## src/rtl/multicycle_ctrl.sv

```systemverilog
// Main control FSM for the multicycle RV32I datapath: sequences fetch, decode,
// address, execute and writeback, and decodes the ALU operation and immediate type.
module multicycle_ctrl (
  input  logic       clk,
  input  logic       reset,
  input  logic [6:0] op,
  input  logic [2:0] funct3,
  input  logic       funct7b5,
  input  logic       zero,
  input  logic       mem_ready,
  output logic       pc_write,
  output logic       adr_src,
  output logic       mem_write,
  output logic       ir_write,
  output logic [1:0] result_src,
  output logic [1:0] alu_src_a,
  output logic [1:0] alu_src_b,
  output logic [2:0] alu_control,
  output logic [2:0] imm_src,
  output logic       reg_write,
  output logic       instr_done,
  output logic       illegal
);

  localparam logic [6:0] OP_LOAD  = 7'b0000011;
  localparam logic [6:0] OP_STORE = 7'b0100011;
  localparam logic [6:0] OP_RTYPE = 7'b0110011;
  localparam logic [6:0] OP_ITYPE = 7'b0010011;
  localparam logic [6:0] OP_JAL   = 7'b1101111;
  localparam logic [6:0] OP_BR    = 7'b1100011;
  localparam logic [6:0] OP_LUI   = 7'b0110111;

  localparam logic [1:0] ALUOP_ADD  = 2'b00;
  localparam logic [1:0] ALUOP_SUB  = 2'b01;
  localparam logic [1:0] ALUOP_FUNC = 2'b10;

  localparam logic [2:0] ALU_ADD = 3'b000;
  localparam logic [2:0] ALU_SUB = 3'b001;
  localparam logic [2:0] ALU_AND = 3'b010;
  localparam logic [2:0] ALU_OR  = 3'b011;
  localparam logic [2:0] ALU_SLT = 3'b101;

  typedef enum logic [3:0] {
    FETCH    = 4'd0,
    DECODE   = 4'd1,
    MEMADR   = 4'd2,
    MEMREAD  = 4'd3,
    MEMWB    = 4'd4,
    MEMWRITE = 4'd5,
    EXECR    = 4'd6,
    EXECI    = 4'd7,
    JAL      = 4'd8,
    LUI      = 4'd9,
    ALUWB    = 4'd10,
    BRANCH   = 4'd11,
    ILLEGAL  = 4'd12
  } state_t;

  state_t     state_r;
  state_t     state_next_s;
  logic [1:0] alu_op_s;
  logic       branch_s;
  logic       pc_update_s;

  // State register; reset abandons any instruction in flight.
  always_ff @(posedge clk or posedge reset) begin
    if (reset) begin
      state_r <= FETCH;
    end else begin
      state_r <= state_next_s;
    end
  end

  // Immediate type follows the opcode in every state.
  always_comb begin
    imm_src = 3'b000;
    case (op)
      OP_LOAD:  imm_src = 3'b000;
      OP_ITYPE: imm_src = 3'b000;
      OP_STORE: imm_src = 3'b001;
      OP_BR:    imm_src = 3'b010;
      OP_JAL:   imm_src = 3'b011;
      OP_LUI:   imm_src = 3'b100;
      default:  imm_src = 3'b000;
    endcase
  end

  // ALU decoder; only register-register ops with funct7b5 set select subtract.
  always_comb begin
    alu_control = ALU_ADD;
    case (alu_op_s)
      ALUOP_ADD: alu_control = ALU_ADD;
      ALUOP_SUB: alu_control = ALU_SUB;
      ALUOP_FUNC: begin
        case (funct3)
          3'b000: begin
            if (op[5] & funct7b5) begin
              alu_control = ALU_SUB;
            end else begin
              alu_control = ALU_ADD;
            end
          end
          3'b010:  alu_control = ALU_SLT;
          3'b110:  alu_control = ALU_OR;
          3'b111:  alu_control = ALU_AND;
          default: alu_control = ALU_ADD;
        endcase
      end
      default: alu_control = ALU_ADD;
    endcase
  end

  // Branch resolution: funct3[0] inverts the zero test so bne shares the beq path.
  assign pc_write = pc_update_s | (branch_s & (zero ^ funct3[0]));

  // Next-state and per-state control outputs.
  always_comb begin
    state_next_s = state_r;
    adr_src      = 1'b0;
    mem_write    = 1'b0;
    ir_write     = 1'b0;
    result_src   = 2'b00;
    alu_src_a    = 2'b00;
    alu_src_b    = 2'b00;
    alu_op_s     = ALUOP_ADD;
    reg_write    = 1'b0;
    instr_done   = 1'b0;
    illegal      = 1'b0;
    branch_s     = 1'b0;
    pc_update_s  = 1'b0;
    case (state_r)
      FETCH: begin
        adr_src     = 1'b0;
        alu_src_a   = 2'b00;
        alu_src_b   = 2'b10;
        result_src  = 2'b10;
        ir_write    = mem_ready;
        pc_update_s = mem_ready;
        if (mem_ready) begin
          state_next_s = DECODE;
        end else begin
          state_next_s = FETCH;
        end
      end
      DECODE: begin
        alu_src_a = 2'b01;
        alu_src_b = 2'b01;
        case (op)
          OP_LOAD:  state_next_s = MEMADR;
          OP_STORE: state_next_s = MEMADR;
          OP_RTYPE: state_next_s = EXECR;
          OP_ITYPE: state_next_s = EXECI;
          OP_JAL:   state_next_s = JAL;
          OP_BR:    state_next_s = BRANCH;
          OP_LUI:   state_next_s = LUI;
          default:  state_next_s = ILLEGAL;
        endcase
      end
      MEMADR: begin
        alu_src_a = 2'b10;
        alu_src_b = 2'b01;
        if (op[5]) begin
          state_next_s = MEMWRITE;
        end else begin
          state_next_s = MEMREAD;
        end
      end
      MEMREAD: begin
        result_src = 2'b00;
        adr_src    = 1'b1;
        if (mem_ready) begin
          state_next_s = MEMWB;
        end else begin
          state_next_s = MEMREAD;
        end
      end
      MEMWB: begin
        result_src   = 2'b01;
        reg_write    = 1'b1;
        instr_done   = 1'b1;
        state_next_s = FETCH;
      end
      MEMWRITE: begin
        result_src = 2'b00;
        adr_src    = 1'b1;
        mem_write  = 1'b1;
        if (mem_ready) begin
          instr_done   = 1'b1;
          state_next_s = FETCH;
        end else begin
          instr_done   = 1'b0;
          state_next_s = MEMWRITE;
        end
      end
      EXECR: begin
        alu_src_a    = 2'b10;
        alu_src_b    = 2'b00;
        alu_op_s     = ALUOP_FUNC;
        state_next_s = ALUWB;
      end
      EXECI: begin
        alu_src_a    = 2'b10;
        alu_src_b    = 2'b01;
        alu_op_s     = ALUOP_FUNC;
        state_next_s = ALUWB;
      end
      JAL: begin
        alu_src_a    = 2'b01;
        alu_src_b    = 2'b10;
        result_src   = 2'b00;
        pc_update_s  = 1'b1;
        state_next_s = ALUWB;
      end
      LUI: begin
        alu_src_a    = 2'b11;
        alu_src_b    = 2'b01;
        state_next_s = ALUWB;
      end
      ALUWB: begin
        result_src   = 2'b00;
        reg_write    = 1'b1;
        instr_done   = 1'b1;
        state_next_s = FETCH;
      end
      BRANCH: begin
        alu_src_a    = 2'b10;
        alu_src_b    = 2'b00;
        alu_op_s     = ALUOP_SUB;
        result_src   = 2'b00;
        branch_s     = 1'b1;
        instr_done   = 1'b1;
        state_next_s = FETCH;
      end
      ILLEGAL: begin
        illegal      = 1'b1;
        state_next_s = ILLEGAL;
      end
      default: begin
        // Unused encodings are trapped rather than silently resumed.
        illegal      = 1'b1;
        state_next_s = ILLEGAL;
      end
    endcase
  end

endmodule

```

## config.mk

```make
export PLATFORM = sky130hd
export DESIGN_NAME = multicycle_ctrl
export DESIGN_NICKNAME = d
export VERILOG_FILES = /design/src/rtl/multicycle_ctrl.sv
export SDC_FILE = /design/constraint.sdc
export NUM_CORES = 1
export LEC_CHECK = 0
export CAP_MARGIN = 20
export CELL_PAD_IN_SITES_DETAIL_PLACEMENT = 0
export CELL_PAD_IN_SITES_GLOBAL_PLACEMENT = 1
export CORE_MARGIN = 2
export CORE_UTILIZATION = 29
export CTS_CLUSTER_SIZE = 30
export DETAILED_ROUTE_END_ITERATION = 8
export PLACE_DENSITY = 0.91
export SETUP_SLACK_MARGIN = 0.4
export SKIP_LAST_GASP = 1
export SLEW_MARGIN = 10
export SYNTH_ARGS = -nofsm -noshare
export SYNTH_HDL_FRONTEND = slang
export SYNTH_SLANG_ARGS = --single-unit
```

## constraint.sdc

```tcl
create_clock -name clk -period 3.7 [get_ports clk]
set_clock_uncertainty 0.1 [all_clocks]
set_input_delay 0.37 -clock clk [delete_from_list [all_inputs] [get_ports clk]]
set_output_delay 0.37 -clock clk [all_outputs]
set_load 0.02 [all_outputs]
```

==> results.txt, run 1 <==
Gpl congestion -> 0.797
Leakage power -> 0.376 nW
Register area share after synthesis -> 0.143
Setup_tns -> 0 ns
Slew Viols, Final -> 0
Uppermost layer routed -> met4
Share of layout cells above drive strength 1 -> 0.110
Die width -> 53.1 microns
Via/cell ratio -> 5.14
FF-to-FF path depth -> 4
Min Hold Slack -> 0.209 ns
CP required -> 3.23 ns
Post-synth ARST share -> 1.00
Largest Register -> state_r
Worst VDD drop -> 0.0649 mV
Final setup fails -> 0
Fin util -> 0.454
Outcome -> complete, no violations
DP Wirelength -> 1.46 mm
RR Startpoint -> state_r[1]$_DFF_PP0_
Synth cell types -> 43
CP max FO -> 18
Cells after Synth -> 100
Pwr dens -> 132 nW/um^2
Nets -> 146
MaxCap Viol Count -> 0
Rows -> 17
Fin crit period -> 3.04 ns
Wirelength per Cell -> 11.9 microns
Slew Limit Headroom -> 0.601
Post-CTS setup buffer count -> 0
Drt first pass iters -> 4
Worst-skew pair later-pin latency -> 0.24 ns
# resized after CTS -> 0
Layout area overhead -> 46.8%
Avg Cell Area, Syn -> 6.98 sq um
CTS buffer count -> 3
CTS sink count -> 4
Die area -> 2820 sq um
DRC violations left -> 0
Fmax achieved -> 328 MHz
Reg2reg setup slack -> 2.25 ns
Initial drt markers -> 14
Fillers -> 245
Routed WL -> 1.84 mm
Grt total ovfl -> 0
Syn nets -> 117
Largest registers -> state_r x4
WL met1 -> 840 microns
Hold buffer count at cts -> 0
Antenna viol nets, final -> 0
First-pass GRT wire length -> 2.99 mm
DIE HEIGHT -> 53.1 microns
Slew @ Worst Pin -> 0.599 ns
Sequential cell area -> 100 sq um
Dominant synthesized flop cell -> dfrtp_1
Total power -> 0.135 mW
Unrepaired setup endpoints after global routing -> false
Vias -> 797
Critical path class -> register to output pin
Number of synthesized flops with an enable pin -> 0
Core footprint -> 2250 sq um
CTS tree -> done
Multi-input gate area -> 510 sq um
Starting Density -> 0.310
CTS root buf -> clkbuf_4
Initial antenna violation count -> 0
# diodes -> 0
# port buffers -> 33
CP endpoint kind -> output pin
GRT Resource Usage Total -> 0.146
WL met2 -> 893 microns
Max Buffers Root-to-Sink -> 2
YS warnings -> 0
Reg clk slew, reported paths -> 0.04 ns
I/O pins -> 34
Final period utilization -> 0.823
Met3 wire length -> 95 microns
Synth Cell Area -> 698 sq um
FF+latch count, synth -> 4
Hold Crit Class -> primary input to async pin
Crit start category -> register
H-Tree Level Count -> 1
Largest net degree at the start of global routing -> 19
Final hold vios -> 0
Worst EP arrival -> 2.57 ns
Largest register FFs -> 4
R2r endpoint -> state_r[2]$_DFF_PP0_
Number of global-route vias before repair -> 704
Yosys cell counts (2+ instances only):
| cell | number | area share |
|---|---|---|
| a21oi_1 | 5 | 0.036 |
| and3_2 | 2 | 0.021 |
| buf_2 | 4 | 0.029 |
| buf_4 | 2 | 0.021 |
| buf_6 | 2 | 0.032 |
| dfrtp_1 | 4 | 0.14 |
| ha_1 | 2 | 0.036 |
| inv_1 | 6 | 0.032 |
| nand2_1 | 10 | 0.054 |
| nand2b_1 | 5 | 0.045 |
| nand3_1 | 2 | 0.014 |
| nand4_1 | 2 | 0.018 |
| nor2_1 | 11 | 0.059 |
| nor3_1 | 2 | 0.014 |
| nor3_2 | 2 | 0.029 |
| nor3b_1 | 2 | 0.021 |
| o2111ai_1 | 2 | 0.025 |
| o211ai_1 | 2 | 0.021 |
| o21a_1 | 2 | 0.021 |
| o21ai_0 | 2 | 0.014 |
| o21ai_1 | 5 | 0.036 |
| xnor2_1 | 3 | 0.038 |
layout by cell type (no fill, tap or decap), types with 3 or more instances in the layout:
cell type        count
xnor2_1              3
o21ai_1              5
nor2_1              11
a21oi_1              5
nand2b_1             5
clkdlybuf4s50_1     33
clkbuf_4             3
dfrtp_1              4
nand2_1             10
inv_1                6
cell families after synthesis:
| family | after synthesis | synth area share |
|---|---|---|
| buffers and inverters | 16 | 0.125 |
| xor gates and xnor gates | 3 | 0.0376 |
| adders and majority gates | 2 | 0.0358 |
| and+or+nand+nor | 49 | 0.401 |
| AOI/OAI and AO/OA | 26 | 0.256 |
| DFF | 4 | 0.143 |
per-stage QoR:
| step | std cells | setup slack (ns) | area, sq um |
|---|---|---|---|
| floorplan | 100 | 1.36 | 698 |
| detailed placement | 152 | 0.906 | 1000 |
| CTS | 155 | 0.642 | 1020 |
| global route | 155 | 0.537 | 1020 |
| global placement | 152 | 0.995 | 1000 |
| finish | 155 | 0.655 | 1020 |
per-layer routing:
| metal | vias up | global-route usage |
|---|---|---|
| met5 | - | 0 |
| met4 | 0 | 0.0983 |
| met3 | 2 | 0.0198 |
| met2 | 22 | 0.238 |
| met1 | 356 | 0.176 |
| li1 | 417 | - |
area by class of cell:
cell class / instances / share of cell area
timing repair buffer: 33 / 0.322
multi-input combinational: 80 / 0.498
tap: 28 / 0.0342
clock buffer: 3 / 0.0220
inverter: 7 / 0.0256
sequential: 4 / 0.0977
power breakdown:
part,switching [mW],total [mW],leakage (nW),internal (mW)
Clock,0.0202,0.0567,0.0138,0.0364
Sequential,0,0.0440,0.0455,0.0440
Combinational,0.0150,0.0346,0.317,0.0196
worst max-delay path by stage:
| stage | from | to | slack, ns |
|---|---|---|---|
| floorplan | state_r[3]$_DFF_PP0_ | alu_control[2] | 1.36 |
| global placement | state_r[2]$_DFF_PP0_ | alu_control[2] | 0.99 |
| detailed placement | state_r[2]$_DFF_PP0_ | alu_control[2] | 0.91 |
| CTS | state_r[2]$_DFF_PP0_ | alu_control[2] | 0.64 |
| global route | state_r[2]$_DFF_PP0_ | alu_control[2] | 0.54 |
| finish | state_r[2]$_DFF_PP0_ | alu_control[2] | 0.66 |
critical path: stages, from the launching register on:
cell and delay (ns):
dfrtp_1 0.72, nand2_1 0.14, nor2_1 0.20, inv_1 0.07
ha_1 0.31, nor4_1 0.23, clkdlybuf4s50_1 0.66
Note: power is estimated with default switching activity, not from simulation.
==> inputs of run 2 (changes only) <==
- CORE_UTILIZATION: 29 -> 24
- PLACE_DENSITY: 0.91 -> 0.82
- clock period: 3.7 -> 2.8 ns (I/O delays scaled with it)
==> run 2 against run 1 <==
Register-to-register slack worse by 0.87 ns. Routed wire length up 6.0%. Critical endpoint is now alu_src_a[1]. Core utilization down 7.1 points. Combinational power up 33%. Sequential power up 32%. Design area up 3.3%. Critical path depth down 2. Largest cell class unchanged. Worst setup slack worse by 0.13 ns. Hold slack worse by 0.077 ns. Global-route usage down 2.2 points. Sequential share of layout area down 0.31 points. Clock-buffer cell count unchanged.
==> results.txt, run 2 (synthesis gave the netlist of run 1 again) <==
Outcome -> complete, no violations
Unrepaired setup endpoints after global routing -> false
# diodes -> 0 (unchanged)
Pwr dens -> 167 nW/um^2 (+27%)
Layout area overhead -> 51.6%
Final setup fails -> 0 (unchanged)
Drt first pass iters -> 4 (unchanged)
Hold buffer count at cts -> 0 (unchanged)
Fillers -> 303 (+24%)
I/O pins -> 34 (unchanged)
DRC violations left -> 0 (unchanged)
Reg clk slew, reported paths -> 0.04 ns (about the same)
CTS tree -> done
GRT Resource Usage Total -> 0.124 (-0.0221)
Vias -> 833 (+4.5%)
Wirelength per Cell -> 12.0 microns (+1.4%)
Post-CTS setup buffer count -> 0 (unchanged)
Crit-path leading delay family -> buffers and inverters
Max Buffers Root-to-Sink -> 2 (unchanged)
Largest registers -> state_r x4
Rows -> 19 (+2)
Largest net degree at the start of global routing -> 17 (-2)
CP endpoint kind -> output pin
Most frequent cells in the layout -> clkdlybuf4s50_1, nor2_1, nand2_1
Slew Viols, Final -> 0 (unchanged)
Fin crit period -> 2.27 ns
Commonest non-fill, non-tap cell in the layout -> clkdlybuf4s50_1
Initial drt markers -> 32 (+18)
CTS root buf -> clkbuf_4
CTS sink count -> 4 (unchanged)
Die area -> 3360 sq um (+19%)
Routed WL -> 1.95 mm (+6.0%)
CTS buffer count -> 3 (unchanged)
Final period utilization -> 0.812
Gpl congestion -> 0.873 (+9.4%)
Setup_tns -> 0 ns (unchanged)
Worst-skew pair later-pin latency -> 0.24 ns (about the same)
CP required -> 2.42 ns (-0.81 ns)
Fin util -> 0.384 (-0.0706)
Initial antenna violation count -> 0 (unchanged)
Fmax achieved -> 440 MHz
MaxCap Viol Count -> 0 (unchanged)
Nets -> 150 (+2.7%)
Crit-path cells -> buf_4, nand2b_1, o21ai_0, clkdlybuf4s50_1
Core footprint -> 2760 sq um (+22%)
Via/cell ratio -> 5.14 (about the same)
Largest register FFs -> 4 (unchanged)
Min Hold Slack -> 0.132 ns (-0.0771 ns)
Largest Register -> state_r
DP Wirelength -> 1.55 mm (+6.1%)
# port buffers -> 33 (unchanged)
First-pass GRT wire length -> 3.22 mm (+7.6%)
Share of layout cells above drive strength 1 -> 0.137 (+0.0272)
Worst VDD drop -> 0.154 mV (+140%)
Slowest stage cell, crit path -> clkdlybuf4s50_1
Grt total ovfl -> 0 (unchanged)
Buf+Inv Stages, Crit Path -> 2 (unchanged)
Antenna viol nets, final -> 0 (unchanged)
Die width -> 57.9 microns (+9.2%)
Worst EP arrival -> 1.89 ns (-0.68 ns)
Final hold vios -> 0 (unchanged)
Leakage power -> 0.424 nW (+13%)
# resized after CTS -> 2 (+2)
DIE HEIGHT -> 57.9 microns (+9.2%)
Slew @ Worst Pin -> 0.327 ns (-0.272 ns)
CP max FO -> 16 (-2)
Slew Limit Headroom -> 0.780 (+0.179)
Crit start category -> register
Number of global-route vias before repair -> 791 (+12%)
Hold Crit Class -> primary input to async pin
Critical path class -> register to output pin
Starting Density -> 0.253 (-0.0565)
H-Tree Level Count -> 1 (unchanged)
Slowest stage delay, CP -> 0.65 ns (-0.07 ns)
run 2: path summary, 6_finish.rpt:
path | slack (ns) | from | depth (start not counted) | endpoint
worst max-delay path | 0.53 | state_r[3]$_DFF_PP0_ | 4 | alu_src_a[1]
worst min-delay path | 0.13 | reset | 2 | state_r[2]$_DFF_PP0_
worst max register to register | 1.38 | state_r[1]$_DFF_PP0_ | 5 | state_r[0]$_DFF_PP0_
worst min register to register | 0.40 | state_r[1]$_DFF_PP0_ | 1 | state_r[3]$_DFF_PP0_
max in group asynchronous | 2.31 | reset | 2 | state_r[1]$_DFF_PP0_
min in group clk | 0.40 | state_r[1]$_DFF_PP0_ | 1 | state_r[3]$_DFF_PP0_
run 2: layout make-up:
class	count	area, sq um	share of cell area
flip-flops and latches	4	100	0.0946
repair buffers	37	360	0.340
inverters	7	26.3	0.0248
well taps	31	38.8	0.0366
clock buffers	3	22.5	0.0213
multi-input cells	80	510	0.482
run 2: through the flow:
stage          power [mW]  instances  cell area [sq um]  worst slack [ns]
2_1_floorplan      0.0777        100                698             0.553
3_3_place_gp        0.104        159               1040             0.525
3_5_place_dp        0.105        159               1040             0.506
4_1_cts             0.181        162               1060             0.456
5_1_grt             0.186        162               1060             0.414
6_report            0.177        162               1060             0.526
run 2: per-layer routing:
layer / wire length, microns / vias up / global-route usage
li1: - / 423 / -
met1: 945 / 375 / 0.157
met2: 844 / 33 / 0.195
met3: 129 / 2 / 0.0357
met4: 27 / 0 / 0.0532
met5: 0 / - / 0
run 2: power by group:
part           total [mW]  internal [mW]  switching [mW]  leakage [nW]
logic              0.0460         0.0259          0.0201         0.365
registers          0.0581         0.0581               0        0.0455
clock network      0.0728         0.0480          0.0248        0.0138
==> RTL change: new RTL, config.mk and constraints of run 2 <==
Make the reset (`reset`) synchronous in one clocked block.
--- a/src/rtl/multicycle_ctrl.sv
+++ b/src/rtl/multicycle_ctrl.sv
@@ -64,5 +64,5 @@
 
   // State register; reset abandons any instruction in flight.
-  always_ff @(posedge clk or posedge reset) begin
+  always_ff @(posedge clk) begin
     if (reset) begin
       state_r <= FETCH;
Check against the original RTL: differs if reset is asserted again (counterexample within 4 cycles, from zero or initial values and one cycle with reset high); with reset held inactive, the same outputs for 10 cycles.
==> RTL change against run 2 <==
- sequential cell count stayed put
- synthesized area is 10% lower
- critical endpoint is now ir_write
- highest routed layer is now met3
- critical path type unchanged
- worst setup slack better by 0.040 ns
- hold slack better by 0.46 ns
- wire length is 1.7% lower
- final area is 3.2% lower
- fmax is 1.8% higher
Power is left out: it rests on default switching activity, and per cell area and clock period it moved more than threefold.
==> RTL change: results (changes against run 2) <==
* Final hold slack at 0.597 ns (+0.464 ns)
* Most frequent cells after synthesis: nand2_1 (10), inv_1 (7), nor2_1 (7), nor3_1 (7), o21ai_0 (7)
* Vias in the first global route at 662 (-16%)
* Reg2Reg Launch Point: state_r[1]
* Vias at 823 (-1.2%)
* Post-CTS Resized at 4 (+2)
* Post-synthesis mux area share at 3.19% (+3.2 points)
* Drt first-iter violations at 10 (-69%)
* Syn_nets at 113 (-3.4%)
* Adder-cell area share of the yosys netlist at 3.99% (+0.41 points)
* First-pass GRT wire length at 2920 um (-9.2%)
* DP Area at 995 um2 (-4.0%)
* Max incr delay on CP at 0.59 ns (-0.06 ns)
* Hold WC Path Type: reg -> reg
* Synth Area in Compound Gates at 24.2% (-1.5 points)
* NumNets Final at 149 (-0.67%)
* Synth async-reset ratio at 0% (-100 points)
* Crit path arrival time at 1.85 ns (-0.04 ns)
* Actual slew at the worst max-slew pin at 0.331 ns (+0.00416 ns)
* Register area share after synthesis at 12.8% (-1.6 points)
* Largest fanout on the critical path at 14 (-2)
* Worst setup path start: state_r[3]
* All-Layer GR Usage at 13.6% (+1.2 points)
* Largest net degree at the start of global routing at 15 (-2)
* Outcome: finished clean
[RTL change: kinds of logic after synthesis]
kind of cell	Yosys count
multiplexers	2
buffers and inverters	14
AND/OR/NAND/NOR	48
XOR/XNOR	2
flip-flops	4
adder cells (fa/ha/maj)	2
AO/OA/AOI/OAI	24
[RTL change: final cells by class]
| class | instances | area (um2) |
|---|---|---|
| clock buffer | 3 | 22.5 |
| fill | 276 | 1450 |
| inverter | 7 | 26.3 |
| timing repair buffer | 38 | 374 |
| multi-input combinational | 78 | 483 |
| sequential | 4 | 81.3 |
| tap | 30 | 37.5 |
[RTL change: routing by layer]
layer | GRT usage (%) | part of all wire (%) | vias to the layer above
met5 | 0 | 0 | -
met4 | 4.88 | 0 | 0
met3 | 4.57 | 6.1 | 0
met2 | 20.8 | 49 | 31
met1 | 17.6 | 45 | 374
li1 | - | - | 418
[RTL change: critical path: cells and delay by family, from the launching register on]
kind          cells  cell delay (ns)
buf+inv           2             0.78
simple gates      2             0.51
flops             1             0.33
